### config.mk
export PLATFORM = sky130hd
export DESIGN_NAME = mul_unit
export DESIGN_NICKNAME = d
export VERILOG_FILES = /design/src/rtl/mul_unit_pkg.sv /design/src/rtl/mul_unit.sv
export SDC_FILE = /design/constraint.sdc
export NUM_CORES = 1
export LEC_CHECK = 0
export CAP_MARGIN = 20
export CORE_UTILIZATION = 40
export CTS_CLUSTER_DIAMETER = 120
export DETAILED_ROUTE_END_ITERATION = 10
export SLEW_MARGIN = 20
export SYNTH_ARGS = -nofsm -noshare
export SYNTH_HDL_FRONTEND = slang
export SYNTH_SLANG_ARGS = --single-unit
export TNS_END_PERCENT = 10
### constraint.sdc
create_clock -name clock -period 9.7 [get_ports clock]
set_clock_uncertainty 0.05 [all_clocks]
set_input_delay 1.455 -clock clock [delete_from_list [all_inputs] [get_ports clock]]
set_output_delay 1.455 -clock clock [all_outputs]
set_load 0.02 [all_outputs]
### src/rtl/mul_unit_pkg.sv
// mul_unit_pkg: shared CPU encodings for the multiply unit
package mul_unit_pkg;
  typedef enum logic [1:0] {IDLE = 2'd0, RUN = 2'd1, DONE = 2'd2} state_e;
  localparam int FLAG_N = 3;
  localparam int FLAG_Z = 2;
  localparam int FLAG_C = 1;
  localparam int FLAG_V = 0;
  localparam logic [3:0] REG_PC = 4'd15;
endpackage

### src/rtl/mul_unit.sv
// mul_unit: iterative radix-2 shift-add MUL/MLA with early termination and flag write-back
module mul_unit
  import mul_unit_pkg::*;
#(
  parameter int WIDTH = 32,
  parameter bit EARLY_TERM = 1'b1
) (
  input  logic             clock,
  input  logic             reset_n,
  input  logic             start,
  input  logic             flush,
  input  logic [WIDTH-1:0] op_a,
  input  logic [WIDTH-1:0] op_b,
  input  logic [WIDTH-1:0] op_acc,
  input  logic             accumulate,
  input  logic             set_flags,
  input  logic [3:0]       sel_dest,
  input  logic [3:0]       flags_in,
  output logic             busy,
  output logic             done,
  output logic             wr_enable,
  output logic [WIDTH-1:0] result,
  output logic [3:0]       sel_out,
  output logic [3:0]       flags_out
);
  localparam int CW = $clog2(WIDTH);
  state_e state_q, state_d;
  logic [WIDTH-1:0] mcand_q, mcand_d, mplier_q, mplier_d, prod_q, prod_d, result_q, result_d;
  logic [CW-1:0] count_q, count_d;
  logic [3:0] sel_q, sel_d, fin_q, fin_d, flags_q, flags_d, res_flags;
  logic sf_q, sf_d, busy_q, done_q;
  always_comb begin
    state_d = state_q;
    mcand_d = mcand_q;
    mplier_d = mplier_q;
    prod_d = prod_q;
    count_d = count_q;
    sel_d = sel_q;
    sf_d = sf_q;
    fin_d = fin_q;
    if (flush) state_d = IDLE;
    else begin
      case (state_q)
        IDLE: if (start) begin
          mcand_d = op_a;
          mplier_d = op_b;
          prod_d = accumulate ? op_acc : '0;
          sel_d = sel_dest;
          sf_d = set_flags;
          fin_d = flags_in;
          count_d = '0;
          state_d = (op_b == '0) ? DONE : RUN;
        end
        RUN: begin
          prod_d = mplier_q[0] ? prod_q + mcand_q : prod_q;
          mcand_d = mcand_q << 1;
          mplier_d = mplier_q >> 1;
          count_d = count_q + CW'(1);
          state_d = (count_q == CW'(WIDTH - 1) || (EARLY_TERM && (mplier_q >> 1) == '0)) ? DONE : RUN;
        end
        default: state_d = IDLE;
      endcase
    end
    res_flags = fin_d;
    if (sf_d) begin
      res_flags[FLAG_N] = prod_d[WIDTH-1];
      res_flags[FLAG_Z] = (prod_d == '0);
    end
    result_d = (state_d == DONE) ? prod_d : result_q;
    flags_d = (state_d == DONE) ? res_flags : flags_q;
  end
  always_ff @(posedge clock) begin
    if (!reset_n) begin
      state_q <= IDLE;
      mcand_q <= '0;
      mplier_q <= '0;
      prod_q <= '0;
      count_q <= '0;
      sel_q <= '0;
      sf_q <= 1'b0;
      fin_q <= '0;
      result_q <= '0;
      flags_q <= '0;
      busy_q <= 1'b0;
      done_q <= 1'b0;
    end else begin
      state_q <= state_d;
      mcand_q <= mcand_d;
      mplier_q <= mplier_d;
      prod_q <= prod_d;
      count_q <= count_d;
      sel_q <= sel_d;
      sf_q <= sf_d;
      fin_q <= fin_d;
      result_q <= result_d;
      flags_q <= flags_d;
      busy_q <= (state_d != IDLE);
      done_q <= (state_d == DONE);
    end
  end
  assign busy = busy_q;
  assign done = done_q;
  assign wr_enable = done_q;
  assign result = result_q;
  assign sel_out = sel_q;
  assign flags_out = flags_q;
endmodule

==> out/metrics.cfg <==
[global_routing]
antenna_found_initial = 0
grt_pass1_wl_um = 43610
grt_max_degree = 129
grt_pass1_vias = 8128
grtUsageTotal = 0.2575
grt_overflow_total = 0

[timing]
drv_slew = 0
fmax_mhz = 199.3
hold_slack_ns = 0.4027
max_slew.worst_pin.slew_ns = 1.063
setup_viol = 0
rsz0062_at_grt = no
min_period_ns = 5.018
setup_tns_ns = 0
slew_headroom = 0.2882
finalHoldViolations = 0
finalCritPeriodShare = 0.5173

[clock_network]
cts_max_path_buffers = 2
h-tree-depth = 4
postCtsSetupBuffers = 0
cts_num_sinks = 150
clock_latency_ns = 0.43
clk_pin_slew_ns = 0.07
root_buffer = clkbuf_16
cts_tree = built
post_cts_resized = 0
numCtsBuffers = 17
cts_hold_buffers = 0

[critical_path]
crit_arrival_ns = 5.34
end_kind = flop
cp-start-kind = input port
critPathKind = in2reg
crit-reg2reg-launch = mcand_q[0]
crit_path_cell_trace = clkdlybuf4s50_1 -> nor4b_4 -> nor2_1 -> buf_4 -> a22o_1 -> a21oi_1 -> and4_1 -> nand4b_1 -> nor4_1 -> nand4b_1 -> nor3_1 -> a32o_1
cp_slowest_cell = nor4b_4
crit_path_frequent_cell = nand4b_1
required_ns = 10.02
startpoint = flush
max_stage_delay_ns = 1.04
worstPathMaxFanout = 22

[route]
num_vias = 8464
ant_nets = 0
drc = 0
routedWlPerCell_um = 18.66
top_layer = met4
wl_um = 27770
drtIter0Drc = 583
viasPerCell = 5.688
routed-wl-met3_um = 1464
wl_met2_um = 13310
drt-pass1-iter-count = 5
wl_met1_um = 12030

[final_layout]
final_core_util = 0.5114
drive_gt1_frac = 0.05606
regArea_mm2 = 0.003003
antennaDiodeCount = 0
nFillCells = 2129
multi_input_area_mm2 = 0.005170
syn_to_final_growth_pct = 25.88
num-nets-final = 1344

[pwr]
p_leak_uw = 0.003962
p_per_area_mw_per_mm2 = 148.0
ir_worst_vdd_uv = 113.5

[synth]
avgSynthCellArea_um2 = 7.775
syn_nets = 1239
syn-cell-area_mm2 = 0.008513
muxShareOfSynthArea = 0.01822
synth_edf_count = 0
synthTopCellsByCount = nand2_1 (185), nor2_1 (156), dfxtp_1 (150), a21oi_1 (77), a311oi_1 (62)
yosysTopAreaCell = dfxtp_1
synthCells = 1095
synth-main-ff-cell = dfxtp_1
synth_seq_cells = 150
synth_cell_types = 80
synth.most_common_cell = nand2_1
yosysWarnings = 0
netlist.area_leader.share = 0.3527
synthSimpleGateAreaFrac = 0.2603
synth_top_family_by_area = simple AND/OR/NAND/NOR gates
synthAdderAreaFrac = 0.05085
synth-compound-area-share = 0.2594
synth-xor-area-share = 0.01646
synth-seq-area-share = 0.3527
postSynth.asyncResetShare = 0
synth_area_leaders = dfxtp_1 (35%), nand2_1 (8.2%), nor2_1 (6.9%)

[floorplanning]
die_height_um = 147.9
num_rows = 53
core_mm2 = 0.02096
io_pins = 153
die_w_um = 147.9
initial_core_util = 0.4063
die_area_mm2 = 0.02187

[placement]
gp_congestion = 0.9495
portBuffers = 152
dp_hpwl_um = 20440

[status]
status = completed

[worst_hold_path]
hp-class = reg2reg
hold_start = fin_q[3]

[job]
maxCapViolations = 0

cells by family (layout without fill, tap and decap cells):
logic type / Yosys count / after routing
compound gates: 304 / 304
buf+inv: 89 / 207
simple gates: 487 / 487
fa+ha+maj: 34 / 34
flops: 150 / 150
mux: 15 / 15
xor+xnor: 16 / 16
report_power, final:
part / leakage [uW] / total [uW] / internal (uW) / switching, uW
Combinational: 0.00246 / 270 / 120 / 151
Clock: 0.000273 / 636 / 342 / 294
Sequential: 0.00123 / 680 / 648 / 31.9
flip-flops by register name, indices dropped and copies added (netlist names):
signal,flops
state_q,2
prod_q,32
done,1
flags_out,4
fin_q,4
sel_out,4
busy,1
mplier_q,32
count_q,5
sf_q,1
mcand_q,32
result,32
per-stage QoR:
stage                     cells  worst slack [ns]  cell area [um^2]  total power [uW]
after detailed placement   1456             4.303             10160             962.3
after global placement     1456             4.416             10160             962.4
final                      1488             4.682             10720              1586
after CTS                  1488             4.738             10710              1598
after global routing       1488             4.511             10720              1655
after floorplan            1095             6.043              8513             846.0
area by class of cell:
class                   instances  area share
clock buffers                  18     0.04098
clock inverters                14     0.01086
inverters                      15    0.005487
multi-input cells             856      0.4824
flip-flops and latches        150      0.2802
well taps                     275     0.03211
repair buffers                160      0.1479
path summary, 6_finish.rpt:
path                                      to  cells past startpoint  slack (ns)
worst min-delay path                fin_q[3]                      2        0.40
worst max-delay path            flags_out[2]                     12        4.68
worst min register to register      fin_q[3]                      2        0.40
worst max register to register  flags_out[2]                     13        5.81
critical path, delay by kind of cell:
| family | cells | cell delay, ns |
|---|---|---|
| buf+inv | 2 | 0.94 |
| simple gates | 7 | 2.30 |
| compound gates | 3 | 0.62 |
cells in the final DEF (no fill, tap or decap), drive strengths merged, types with 25 or more instances in the layout:
| cell type | count |
|---|---|
| clkdlybuf4s50 | 152 |
| o21ai | 40 |
| nand2 | 185 |
| nor2 | 156 |
| a211oi | 25 |
| a21oi | 77 |
| dfxtp | 150 |
| a311oi | 62 |
| ha | 33 |
routing by layer:
layer | up-vias | GRT usage
li1 | 4209 | -
met1 | 3945 | 0.3197
met2 | 263 | 0.4302
met3 | 47 | 0.05432
met4 | 0 | 0.1103
met5 | - | 0
No activity file was read; power rests on OpenSTA's default activity.
